## src/rtl/imm_field_extract.sv

```systemverilog
// Decode-front immediate slicer: packs the scattered immediate of an RV64 instruction
// into a 20-bit field, tags its extension class, and buffers it in a 2-entry skid FIFO.
// Optional per-entry encoding-illegal flag enabled by defining IMM_FIELD_ILLEGAL_CHECK_EN.

package pipes;
   typedef enum logic [2:0] {
      EXT_NULL = 3'd0,
      EXT_ADDI = 3'd1,
      EXT_LUI  = 3'd2,
      EXT_SD   = 3'd3,
      EXT_JAL  = 3'd4,
      EXT_BEQ  = 3'd5
   } im_ext_t;
endpackage

module imm_field_extract #(
   parameter int PC_W = 64
) (
   input  logic                clk,
   input  logic                reset,
   input  logic                flush,
   input  logic                in_valid,
   output logic                in_ready,
   input  logic [31:0]         in_instr,
   input  logic [PC_W-1:0]     in_pc,
   output logic                out_valid,
   input  logic                out_ready,
   output logic [19:0]         out_imm,
   output pipes::im_ext_t      out_im_ext,
   output logic [31:0]         out_instr,
   output logic [PC_W-1:0]     out_pc,
   output logic                out_illegal
);

   typedef struct packed {
      logic [19:0]        imm;
      pipes::im_ext_t     ext;
      logic [31:0]        instr;
      logic [PC_W-1:0]    pc;
`ifdef IMM_FIELD_ILLEGAL_CHECK_EN
      logic               illegal;
`endif
   } entry_t;

   // Slot 0 is always the head; slot 1 only holds data while count_q == 2.
   entry_t     slot_q [2];
   entry_t     slot_d [2];
   logic [1:0] count_q;
   logic [1:0] count_d;

   entry_t     new_entry;
   logic       push;
   logic       pop;

   always_comb begin
      new_entry       = '0;
      new_entry.instr = in_instr;
      new_entry.pc    = in_pc;
      new_entry.ext   = pipes::EXT_NULL;
      new_entry.imm   = 20'd0;
      case (in_instr[6:0])
         7'b0010011, 7'b0011011, 7'b0000011, 7'b1100111: begin
            new_entry.ext = pipes::EXT_ADDI;
            new_entry.imm = {8'b0, in_instr[31:20]};
         end
         7'b0110111, 7'b0010111: begin
            new_entry.ext = pipes::EXT_LUI;
            new_entry.imm = in_instr[31:12];
         end
         7'b0100011: begin
            new_entry.ext = pipes::EXT_SD;
            new_entry.imm = {8'b0, in_instr[31:25], in_instr[11:7]};
         end
         7'b1101111: begin
            new_entry.ext = pipes::EXT_JAL;
            new_entry.imm = {in_instr[31], in_instr[19:12], in_instr[20], in_instr[30:21]};
         end
         7'b1100011: begin
            new_entry.ext = pipes::EXT_BEQ;
            new_entry.imm = {8'b0, in_instr[31], in_instr[7], in_instr[30:25], in_instr[11:8]};
         end
         default: begin
            new_entry.ext = pipes::EXT_NULL;
            new_entry.imm = 20'd0;
         end
      endcase
`ifdef IMM_FIELD_ILLEGAL_CHECK_EN
      // Immediate-free opcodes that are still legal: OP, OP-32, SYSTEM, MISC-MEM.
      if (in_instr[1:0] != 2'b11) begin
         new_entry.illegal = 1'b1;
      end else if (new_entry.ext == pipes::EXT_NULL) begin
         case (in_instr[6:0])
            7'b0110011, 7'b0111011, 7'b1110011, 7'b0001111: new_entry.illegal = 1'b0;
            default:                                        new_entry.illegal = 1'b1;
         endcase
      end else begin
         new_entry.illegal = 1'b0;
      end
`endif
   end

   assign in_ready  = (count_q != 2'd2);
   assign out_valid = (count_q != 2'd0);
   assign push      = in_valid & in_ready;
   assign pop       = out_valid & out_ready;

   always_comb begin
      slot_d[0] = slot_q[0];
      slot_d[1] = slot_q[1];
      count_d   = count_q;
      if (flush) begin
         count_d = 2'd0;
      end else begin
         case ({push, pop})
            2'b10: begin
               slot_d[count_q[0]] = new_entry;
               count_d            = count_q + 2'd1;
            end
            2'b01: begin
               slot_d[0] = slot_q[1];
               count_d   = count_q - 2'd1;
            end
            // Both only happen at count 1, so the newcomer replaces the head.
            2'b11: begin
               slot_d[0] = new_entry;
            end
            default: begin
               count_d = count_q;
            end
         endcase
      end
   end

   always_ff @(posedge clk or negedge reset) begin
      if (!reset) begin
         count_q   <= 2'd0;
         slot_q[0] <= '0;
         slot_q[1] <= '0;
      end else begin
         count_q   <= count_d;
         slot_q[0] <= slot_d[0];
         slot_q[1] <= slot_d[1];
      end
   end

   assign out_imm    = slot_q[0].imm;
   assign out_im_ext = slot_q[0].ext;
   assign out_instr  = slot_q[0].instr;
   assign out_pc     = slot_q[0].pc;
`ifdef IMM_FIELD_ILLEGAL_CHECK_EN
   assign out_illegal = slot_q[0].illegal;
`else
   assign out_illegal = 1'b0;
`endif

endmodule

```

## config.mk

```make
export PLATFORM = sky130hd
export DESIGN_NAME = imm_field_extract
export DESIGN_NICKNAME = d
export VERILOG_FILES = /design/src/rtl/imm_field_extract.sv
export SDC_FILE = /design/constraint.sdc
export NUM_CORES = 1
export LEC_CHECK = 0
export ABC_CLOCK_PERIOD_IN_PS = 1800
export CORE_ASPECT_RATIO = 1.75
export CORE_MARGIN = 1
export CORE_UTILIZATION = 40
export CTS_CLUSTER_SIZE = 10
export DETAILED_ROUTE_END_ITERATION = 16
export PLACE_DENSITY = 0.71
export RECOVER_POWER = 25
export SKIP_LAST_GASP = 1
export SLEW_MARGIN = 20
export SYNTH_ARGS = -nofsm -noshare
export SYNTH_HDL_FRONTEND = slang
export SYNTH_SLANG_ARGS = --single-unit
```

## constraint.sdc

```tcl
create_clock -name clk -period 1.8 [get_ports clk]
set_input_delay 0.27 -clock clk [delete_from_list [all_inputs] [get_ports clk]]
set_output_delay 0.27 -clock clk [all_outputs]
set_load 0.02 [all_outputs]
```

==> results_dict.tcl <==
set metrics [dict create \
    initial_utilization 0.408 \
    synth.mux.area_fraction 0.00944 \
    fin_crit_sh 0.989 \
    vias_per_cell 5.38 \
    hold_class "input port to flop" \
    ys.flop_type "sky130_fd_sc_hd__dfrtp_1" \
    worst_vdd_ir_mv 0.800 \
    clk_path_buf_depth 3 \
    synth_cell_type_count 51 \
    layout.core_utilization 0.525 \
    min_period_ns 1.78 \
    synth.yosys.seq_area_share 0.515 \
    wl_per_cell_um 18.5 \
    design.die.area_mm2 0.0299 \
    insertion_delay_ns 0.53 \
    layout.area.seq_mm2 0.00601 \
    p_per_area_mw_per_mm2 1050 \
    worst_slew_margin_rel 0.142 \
    worstPathMaxFanout 2 \
    syn-instance-count 1295 \
    final_hold_viol_count 0 \
    synthToLayoutAreaGrowth_pct 28.7 \
    i_o_pin_total 223 \
    cts-root-buf "sky130_fd_sc_hd__clkbuf_16" \
    main_combinational_cell_family_by_area_after_synthesis "simple AND/OR/NAND/NOR gates" \
    crit_path_max_incr_delay_ns 0.61 \
    worst_path_max_delay_cell "sky130_fd_sc_hd__clkdlybuf4s50_1" \
    worst_skew_ns 0.00579 \
    floorplan.core_area_mm2 0.0286 \
    antenna_left 0 \
    layout-drive-gt1-share 0.130 \
    timing.critical_path.arrival_ns 1.51 \
    synth-compound-area-share 0.148 \
    postSynthRegisterBits 240 \
    overflow 0 \
    final_critical_path_setup_slack_ns 0.0193 \
    final-max-slew-violation-count 0 \
    p_leak_nw 6.92 \
    detail_route.wirelength_mm 33.7 \
    post_synth_main_area_contributors "sky130_fd_sc_hd__dfrtp_1 51%, sky130_fd_sc_hd__nand2_1 10%, sky130_fd_sc_hd__buf_4 8.0%" \
    critical_path.top_delay_family "buffers and inverters" \
    cts-htree-levels 1 \
    synth_top_cell_area_share 0.515 \
    drt-initial-drc-count 728 \
    clkTransAtPathRegs_ns 0.06 \
    fp.dieH_um 228 \
    syn_avg_cell_area_um2 9.01 \
    cts_tree "yes" \
    track_usage 0.226 \
    crit_path_buf_inv_count 1 \
    cell_by_cell_listing_of_the_critical_path "clkdlybuf4s50_1" \
    antenna_violations_before_repair 2 \
    worst_max_slew_pin_slew_ns 1.29 \
    syn_area_mm2 0.0117 \
    portBuffers 221 \
    post_synth_fa_ha_maj_area_fraction 0 \
    drt_pass1_iterations 5 \
    outcome "completed" \
    numCtsBuffers 27 \
    cp-start-kind "flop" \
    setup_viol 0 \
    grt_pass1_vias 9912 \
    crit_path_required_time_ns 1.53 \
    nFillCells 2547 \
    yosys_warnings 0 \
    synthesis.nets 1396 \
    fin_worst_hold_slack_ns 0.292 \
    synth_xor_area_frac 0.000751 \
    global_route_wire_length_before_repair_mm 53.5 \
    num_vias 9800 \
    grt_start_max_net_pins 55 \
    place_congestion 0.869 \
    die_width_um 131 \
    hpwl_after_detailed_placement_mm 24.1 \
    edff_count_synth 0 \
    rsz0062_at_grt "true" \
    pre_cts_slack_ns -0.372 \
    path_class "flop to output pin" \
    achievable-frequency_ghz 0.562 \
    synth-simple-area-share 0.205 \
    setup_buffers_after_cts 0 \
    dpl-instance-area_mm2 0.0142 \
    maxCapViolCount 0 \
    crit_path_end_kind "output pin" \
    final_area_mm2 0.0150 \
    asyncSetResetFlopFracSynth 1.00 \
    clkSinkCount 240 \
    drt_drc_violations_left 0 \
    multi_input_comb_area_mm2 0.00441 \
    std_cell_rows 82 \
    design.final.nets 1545 \
    largest_area_contributor_in_the_netlist "sky130_fd_sc_hd__dfrtp_1" \
]
==> cells in the mapped netlist, types with 15 or more instances <==
cell,n
sky130_fd_sc_hd__dfrtp_1,240
sky130_fd_sc_hd__o211ai_1,19
sky130_fd_sc_hd__buf_4,124
sky130_fd_sc_hd__nand2_1,311
sky130_fd_sc_hd__clkbuf_1,45
sky130_fd_sc_hd__o21ai_0,33
sky130_fd_sc_hd__buf_2,38
sky130_fd_sc_hd__a221oi_1,88
sky130_fd_sc_hd__nand3_1,17
sky130_fd_sc_hd__nor2_1,223
sky130_fd_sc_hd__a21oi_1,15
==> final cells by class <==
| type | count | share of cell area |
|---|---|---|
| antenna | 2 | 0.000333 |
| clock buffer | 27 | 0.0450 |
| inverter | 12 | 0.00300 |
| multi-input combinational | 824 | 0.294 |
| sequential | 240 | 0.400 |
| tap | 378 | 0.0315 |
| timing repair buffer | 339 | 0.227 |
==> flip-flops by register name, indices dropped and copies added, names as in the netlist <==
signal / flops
slot_q: 119
out_imm: 20
out_pc: 64
out_instr: 32
out_im_ext: 3
count_q: 2
==> per-layer routing <==
| metal | GRT usage | wire length (um) | up-vias |
|---|---|---|---|
| met5 | 0 | 0 | - |
| li1 | - | - | 4559 |
| met1 | 0.256 | 12800 | 4789 |
| met3 | 0.0236 | 1350 | 107 |
| met2 | 0.403 | 17600 | 345 |
| met4 | 0.143 | 2080 | 0 |
==> metrics by stage <==
step	setup TNS [ns]	cells	power [W]
5_1_grt	-0.307	1822	0.0166
3_3_place_gp	-49.49	1792	0.0113
3_5_place_dp	-54.63	1792	0.0114
4_1_cts	-0.0225	1820	0.0159
6_report	0	1822	0.0158
2_1_floorplan	0	1295	0.00988
==> what timing repair did <==
action                                  in CTS  in global routing
hold endpoints to repair                    41                  0
gates resized for setup                     63                 42
endpoints found under the setup margin      52                128
hold buffers                                 1                  0
pin swaps                                    1                  1
==> final timing paths <==
| kind | start | endpoint | slack [ns] | cells after the start |
|---|---|---|---|---|
| setup / recovery | out_imm[18]$_DFFE_PN0P_ | out_imm[18] | 0.02 | 1 |
| hold / removal | in_pc[6] | slot_q[6]$_DFFE_PN0P_ | 0.29 | 3 |
| setup reg to reg | count_q[1]$_DFFE_PN0P_ | out_instr[8]$_DFFE_PN0P_ | 0.05 | 5 |
| hold reg to reg | slot_q[48]$_DFFE_PN0P_ | slot_q[48]$_DFFE_PN0P_ | 0.48 | 2 |
| max in group asynchronous | reset | out_instr[4]$_DFFE_PN0P_ | 0.21 | 3 |
| min in group asynchronous | reset | out_instr[8]$_DFFE_PN0P_ | 0.55 | 2 |
==> cells by family (layout without fill, tap and decap cells) <==
logic type | after synthesis | in the layout
and+or+nand+nor | 595 | 595
DFF | 240 | 240
buffers and inverters | 231 | 378
AOI/OAI and AO/OA | 216 | 216
muxes | 11 | 11
other | 1 | 3
xor gates and xnor gates | 1 | 1
==> power breakdown <==
part | leakage (nW) | switching [W] | internal (W) | total [W]
logic | 3.67 | 0.00223 | 0.00179 | 0.00402
registers | 2.92 | 0.000644 | 0.00651 | 0.00715
clock network | 0.333 | 0.00202 | 0.00261 | 0.00464
total | 6.92 | 0.00490 | 0.0109 | 0.0158
==> placed cells by master (no fill, tap or decap), types with 19 or more instances in the layout <==
cell / count
sky130_fd_sc_hd__o21ai_0: 33
sky130_fd_sc_hd__nand2_1: 311
sky130_fd_sc_hd__a221oi_1: 73
sky130_fd_sc_hd__buf_4: 87
sky130_fd_sc_hd__dlygate4sd2_1: 47
sky130_fd_sc_hd__a221oi_2: 25
sky130_fd_sc_hd__nor2_1: 222
sky130_fd_sc_hd__clkbuf_16: 27
sky130_fd_sc_hd__dlymetal6s2s_1: 24
sky130_fd_sc_hd__buf_12: 24
sky130_fd_sc_hd__dfrtp_1: 240
sky130_fd_sc_hd__o211ai_1: 19
sky130_fd_sc_hd__clkdlybuf4s50_1: 147
Note: power is estimated with default switching activity, not from simulation.
